==> src/rtl/icache_tag_req_sched.sv <==
// icache_tag_req_sched: arbitrates the single icache tag-lookup port between
// fetch, snoop and prefetch, with fixed priority plus age-based promotion,
// and registers the winner into a one-entry output stage.

package icache_tag_req_sched_pkg;
    typedef struct packed {
        logic [31:0] pc;
        logic [7:0]  ctx;
    } pc_req_t;
endpackage

module icache_tag_req_sched
    import icache_tag_req_sched_pkg::*;
#(
    parameter int STARVE_LIMIT = 4,
    localparam int AGE_W = $clog2(STARVE_LIMIT + 1)
) (
    input  logic       clk,
    input  logic       rst_n,
    input  logic       upstream_rxreq_vld,
    output logic       upstream_rxreq_rdy,
    input  pc_req_t    upstream_rxreq_pld,
    input  logic       downstream_rxsnp_vld,
    output logic       downstream_rxsnp_rdy,
    input  pc_req_t    downstream_rxsnp_pld,
    input  logic       prefetch_req_vld,
    output logic       prefetch_req_rdy,
    input  pc_req_t    prefetch_req_pld,
    input  logic       prefetch_en,
    output logic       tag_req_vld,
    input  logic       tagram_req_rdy,
    input  logic       mshr_tag_req_rdy,
    output pc_req_t    tag_req_pld,
    output logic [1:0] tag_req_src
);

    localparam logic [AGE_W-1:0] AGE_MAX = AGE_W'(STARVE_LIMIT);

    logic             out_rdy;
    logic             load_en;
    logic [2:0]       elig;
    logic [2:0]       urgent;
    logic [2:0]       grant;
    logic [AGE_W-1:0] age [3];
    pc_req_t          pld_mux;
    logic [1:0]       src_mux;

    // Saturating increment of an age counter at the starvation threshold.
    function automatic logic [AGE_W-1:0] age_inc(input logic [AGE_W-1:0] a);
        return (a == AGE_MAX) ? a : a + 1'b1;
    endfunction

    assign out_rdy = tagram_req_rdy & mshr_tag_req_rdy;
    assign load_en = !tag_req_vld | out_rdy;

    assign elig[0] = upstream_rxreq_vld;
    assign elig[1] = downstream_rxsnp_vld;
    assign elig[2] = prefetch_req_vld & prefetch_en;

    // A waiting source that has lost STARVE_LIMIT rounds jumps the queue.
    always_comb begin
        for (int i = 0; i < 3; i++) begin
            urgent[i] = elig[i] & (age[i] == AGE_MAX);
        end
    end

    // One-hot grant: lowest-index urgent source first, else fixed priority.
    always_comb begin
        grant = 3'b000;
        if (load_en) begin
            if (|urgent) begin
                if (urgent[0])      grant = 3'b001;
                else if (urgent[1]) grant = 3'b010;
                else                grant = 3'b100;
            end else begin
                if (elig[0])        grant = 3'b001;
                else if (elig[1])   grant = 3'b010;
                else if (elig[2])   grant = 3'b100;
            end
        end
    end

    // Payload and source index of the granted requester.
    always_comb begin
        pld_mux = upstream_rxreq_pld;
        src_mux = 2'd0;
        if (grant[1]) begin
            pld_mux = downstream_rxsnp_pld;
            src_mux = 2'd1;
        end else if (grant[2]) begin
            pld_mux = prefetch_req_pld;
            src_mux = 2'd2;
        end
    end

    assign upstream_rxreq_rdy   = load_en & grant[0] & rst_n;
    assign downstream_rxsnp_rdy = load_en & grant[1] & rst_n;
    assign prefetch_req_rdy     = load_en & grant[2] & rst_n;

    // Output stage: load the winner whenever the entry is empty or draining.
    always_ff @(posedge clk) begin
        if (!rst_n) begin
            tag_req_vld <= 1'b0;
            tag_req_src <= 2'd0;
            tag_req_pld <= '0;
        end else if (load_en) begin
            tag_req_vld <= |grant;
            if (|grant) begin
                tag_req_pld <= pld_mux;
                tag_req_src <= src_mux;
            end
        end
    end

    // Age counters: advance only on arbitration cycles; prefetch age pinned
    // to zero while throttled.
    always_ff @(posedge clk) begin
        if (!rst_n) begin
            for (int i = 0; i < 3; i++) begin
                age[i] <= '0;
            end
        end else begin
            if (load_en) begin
                for (int i = 0; i < 3; i++) begin
                    if (grant[i] || !elig[i]) begin
                        age[i] <= '0;
                    end else if (|grant) begin
                        age[i] <= age_inc(age[i]);
                    end
                end
            end
            if (!prefetch_en) begin
                age[2] <= '0;
            end
        end
    end

endmodule
==> config.mk <==
export PLATFORM = sky130hd
export DESIGN_NAME = icache_tag_req_sched
export DESIGN_NICKNAME = d
export VERILOG_FILES = /design/src/rtl/icache_tag_req_sched.sv
export SDC_FILE = /design/constraint.sdc
export NUM_CORES = 1
export LEC_CHECK = 0
export CAP_MARGIN = 20
export CORE_MARGIN = 3
export CORE_UTILIZATION = 35
export CTS_CLUSTER_DIAMETER = 100
export CTS_CLUSTER_SIZE = 10
export DETAILED_ROUTE_END_ITERATION = 16
export GPL_ROUTABILITY_DRIVEN = 1
export GPL_TIMING_DRIVEN = 0
export PLACE_DENSITY_LB_ADDON = 0.05
export SYNTH_ARGS = -nofsm -noshare
export SYNTH_HDL_FRONTEND = slang
export SYNTH_SLANG_ARGS = --single-unit
==> constraint.sdc <==
create_clock -name clk -period 1.9 [get_ports clk]
set_input_delay 0.38 -clock clk [delete_from_list [all_inputs] [get_ports clk]]
set_output_delay 0.38 -clock clk [all_outputs]
set_load 0.01 [all_outputs]
== Word-level counts from Yosys, hierarchy flattened ==
Memories as Yosys holds them, arrays and structs flattened.
Index checks and enable logic that the tools add are counted.

* Output and inout port bits: 46
* Memories kept: 1
* Flip-flop bits (word level): 43
* Memory bits (writable): 9

* Reduce and logical (&&, ||, !) cells: 10
* Multiplexer cells: 50
* Bitwise operators: 19
* Add/sub/neg operators: 3
* Equal/unequal tests: 3

{| class="wikitable"
|+ Memories
! memory !! words !! width !! read ports !! clocked after memory_dff !! write ports !! RTL line !! RTL
|-
| age || 3 || 3 || 3 || 0 || 3 || 44 || <nowiki>logic [AGE_W-1:0] age [3];</nowiki>
|}

{| class="wikitable"
|+ Operator list
! cell !! count
|-
| two-way mux 40 bit || 2
|-
| two-way mux 3 bit || 17
|-
| two-way mux 1 bit || 29
|-
| bitwise AND 1 bit || 11
|-
| adder 3 x 1 -> 3 bit (second input constant) || 3
|-
| equality test 3 bit (second input constant) || 3
|-
| bitwise OR 1 bit || 8
|-
| OR reduction 3 bit || 2
|-
| logical NOT 1 bit || 4
|-
| two-way mux 2 bit || 2
|-
| logical OR 1 bit || 3
|-
| AND reduction 2 bit || 1
|}

== Longest topological paths before layout ==
* Word-level depth: 14
* Mapped depth: 8
* Mapped depth without buffers: 6

== Worst setup path after synthesis ==
No wires, ideal clock.

* Path type: reg-to-output
* Start: mem age[2][0] (netlist bit)
* End: out prefetch_req_rdy
* Arrival time: 1.655 ns
* Setup slack: -0.135 ns
* Stages on the path, launching flop included: 8
* Cell sequence: edfxtp_1 > inv_1 > ha_1 > nand2_2 > a2111oi_4 > buf_6 > nand2_1 > nor2_1

{| class="wikitable"
|+ RTL lines
! element !! RTL line !! RTL
|-
| start: declaration || 44 ||
|-
| end: declaration || 27 || <nowiki>output logic prefetch_req_rdy,</nowiki>
|}

==> out/results.txt <==
initial antenna violation count = 0
share of layout cells above drive strength 1 = 15.5%
Setup CP Type = reg -> out
worst skew pair latency = 310 ps
final setup vio count = 46
worst-path cell chain = inv_2 > ha_4 > nand2_4 > a2111oi_4 > buf_6 > nand2_4 > nor2_4 > buf_6
area share of fa/ha/maj cells after synthesis = 2.49%
Multi-input gate area = 1790 µm²
Worst EP arrival = 1840 ps
synthesized area per cell = 8.21 µm²
CP Launch Type = register
Synth Cell Area = 3010 µm²
Final period util = 117%
fmax = 451 MHz
register area = 1130 µm²
Max-cap violations = 0
sequential area share after synthesis = 37.5%
grt ovf = 0
r2r startpoint = age[2][1]$_SDFFCE_PP0P_
main combinational cell family by area after synthesis = compound AO/OA/AOI/OAI gates
crit-path max cell delay = 420 ps
Req. time, crit path = 1520 ps
post-synthesis compound-gate area fraction = 32.5%
first-pass GRT wire length = 19.4 mm
clock sink total = 52
Mapped Cells = 367
# port buffers = 171
Post-synth EDFFs = 9
Antenna diodes = 0
Die W = 98.8 µm
H-tree levels = 2
hold slack = 485 ps
Final Cell Area = 5330 µm²
GRT Overall Usage = 24.4%
Max-slew headroom = 64.4%
CTS Buf Count = 5
RSZ-0062 raised after global routing = true
final wirelength = 12.6 mm
initial core utilization = 36.3%
R2R setup slack = -120 ps
Clk pin slew, worst setup/hold paths = 100 ps
critical path endpoint category = primary output
library cells used by synthesis = 37
DR iter-0 viols = 166
Final HPWL DP = 8.81 mm
slowest stage cell, crit path = edfxtp_1
status = finished with violations
hold crit path type = reg -> reg
clock period minus final worst setup slack = 2220 ps
Clock Tree Root = clkbuf_8
Via-to-Cell Ratio = 5.83
CP Launch Point = age[2][1]$_SDFFCE_PP0P_
synth warn = 0
PwrDens = 587 nW/µm²
CTS Hold Bufs = 0
Post-DP Area = 4880 µm²
WL/cell = 18.7 µm
largest net degree at the start of global routing = 16
Pleak = 1.87 nW
Die Area = 9760 µm²
IR drop worst, VDD = 315 µV
Synthesized Nets = 501
Fillers = 724
NumNets Final = 700
io pins = 174
core area = 8300 µm²
failing checks = negative setup slack
crit path to = prefetch_req_rdy
final hold viol count = 0
Setup Skew = 14.8 ps
peak fanout along the critical path = 3
area grow syn2layout = 76.8%
final worst slack = -315 ps
Die Y = 98.8 µm
Clock Tree Buf Depth = 2
XOR/XNOR Fraction of Synth Area = 0.872%
via count of the routed design = 3920
1st-pass router iterations = 5
CTS tree = built
Reg2Reg Capture Point = tag_req_pld[3]$_SDFFE_PN0P_
number of routed nets with antenna violations = 0
Final Slew Violations = 0
Synth async-reset ratio = 0%
Core Rows = 33
Seq cells post-synth = 52
R2R depth = 10
vias in the first global route = 3908
GP Congestion = 0.834
Post-Synth Simple-Gate Area = 18.4%
dominant synthesized flop cell = dfxtp_1
Worst-Margin Slew = 533 ps
post-synthesis mux area share = 0%
Residual DRC = 0
[worst max-delay path, delay by kind of cell, from the launching register on]
| kind | cells | cell delay (ps) |
|---|---|---|
| AOI/OAI and AO/OA | 1 | 390 |
| DFF | 1 | 420 |
| buffers and inverters | 3 | 360 |
| adders and majority gates | 1 | 160 |
| and+or+nand+nor | 3 | 200 |
[per-stage QoR]
step / utilization (%) / power (mW) / setup TNS, ps / instances / worst slack (ps)
finish: 64.2 / 3.12 / -3970 / 672 / -315
global route: 64.2 / 3.24 / -8110 / 672 / -398
CTS: 62.7 / 3.08 / -1500 / 669 / -366
detailed placement: 58.8 / 2.37 / -23330 / 643 / -1150
global placement: 58.8 / 2.36 / -22790 / 643 / -1130
floorplan: - / 1.76 / -14.9 / 367 / -14.9
[layout make-up]
type                            instances  area share, %
Multi-Input combinational cell        262           33.6
Sequential cell                        52           21.2
Clock buffer                            6           1.36
Buffer                                 42           5.50
Timing Repair Buffer                  193           35.0
Tap cell                              105           2.47
Clock inverter                          2          0.188
Inverter                               10          0.705
[what timing repair did]
| action | 4_1_cts | 5_1_grt |
|---|---|---|
| endpoints found under the setup margin | 50 | 49 |
| pin swaps | 7 | 10 |
| setup buffers | 16 | 4 |
| resized for setup | 59 | 32 |
| gates cloned | 2 | 0 |
[synthesized netlist by cell type (3+ instances only)]
| cell type | n | share of area, % |
|---|---|---|
| nand3_1 | 84 | 14 |
| edfxtp_1 | 9 | 9.0 |
| o21ai_0 | 43 | 7.1 |
| dfxtp_1 | 43 | 29 |
| buf_6 | 4 | 1.5 |
| nor2_1 | 10 | 1.2 |
| ha_1 | 6 | 2.5 |
| a2111oi_1 | 3 | 1.0 |
| clkbuf_1 | 30 | 3.7 |
| xnor2_1 | 3 | 0.87 |
| a21oi_1 | 5 | 0.83 |
| clkbuf_4 | 4 | 1.0 |
| nand2_1 | 8 | 1.0 |
| inv_1 | 10 | 1.2 |
| a31oi_1 | 40 | 8.3 |
| o32ai_1 | 40 | 12 |
[flip-flops by register name, indices dropped and copies added (netlist names)]
signal	count
tag_req_src	2
tag_req_vld	1
age	9
tag_req_pld	40
[how the worst min path moves through the flow]
stage               cells past startpoint                           to                   startpoint  slack, ps
floorplan                               2  tag_req_src[1]$_SDFFE_PN0P_  tag_req_src[1]$_SDFFE_PN0P_        500
global placement                        2  tag_req_src[0]$_SDFFE_PN0P_  tag_req_src[0]$_SDFFE_PN0P_        460
detailed placement                      2  tag_req_src[1]$_SDFFE_PN0P_  tag_req_src[1]$_SDFFE_PN0P_        470
CTS                                     2  tag_req_src[1]$_SDFFE_PN0P_  tag_req_src[1]$_SDFFE_PN0P_        490
global route                            2  tag_req_src[1]$_SDFFE_PN0P_  tag_req_src[1]$_SDFFE_PN0P_        520
finish                                  2  tag_req_src[1]$_SDFFE_PN0P_  tag_req_src[1]$_SDFFE_PN0P_        480
[logic make-up after synthesis]
logic type,after synthesis
DFF,52
buffers and inverters,53
AOI/OAI and AO/OA,141
xor gates and xnor gates,3
and+or+nand+nor,112
adders and majority gates,6
[placed cells by master, fill, tap and decap left out, types with 3 or more instances in the layout]
| master | netlist | routed |
|---|---|---|
| buf_2 | 2 | 5 |
| buf_6 | 4 | 8 |
| a21oi_1 | 5 | 5 |
| a31oi_1 | 40 | 40 |
| nor2_1 | 10 | 9 |
| clkbuf_8 | 0 | 9 |
| clkbuf_2 | 1 | 8 |
| o32ai_2 | 0 | 9 |
| o32ai_1 | 40 | 31 |
| o21ai_0 | 43 | 43 |
| inv_1 | 10 | 8 |
| nand2_4 | 0 | 3 |
| nand2_1 | 8 | 5 |
| ha_1 | 6 | 3 |
| clkdlybuf4s50_1 | 0 | 163 |
| dfxtp_1 | 43 | 43 |
| dlygate4sd2_1 | 0 | 5 |
| nand3_1 | 84 | 84 |
| clkbuf_1 | 30 | 16 |
| xnor2_1 | 3 | 3 |
| edfxtp_1 | 9 | 9 |
| clkbuf_4 | 4 | 4 |
| buf_4 | 0 | 20 |
[layer usage]
metal	track usage, %	share of wire [%]	vias to the layer above
met5	0	0	-
met4	6.41	1.7	0
met3	4.81	7.9	23
met2	40.9	50	207
met1	32.1	40	1860
li1	-	-	1830
[power breakdown]
part | internal [mW] | leakage, nW | switching [mW]
Combinational | 0.645 | 1.36 | 0.534
Sequential | 1.23 | 0.462 | 0.0589
Clock | 0.259 | 0.0432 | 0.397
(Power assumes the default switching activity.)
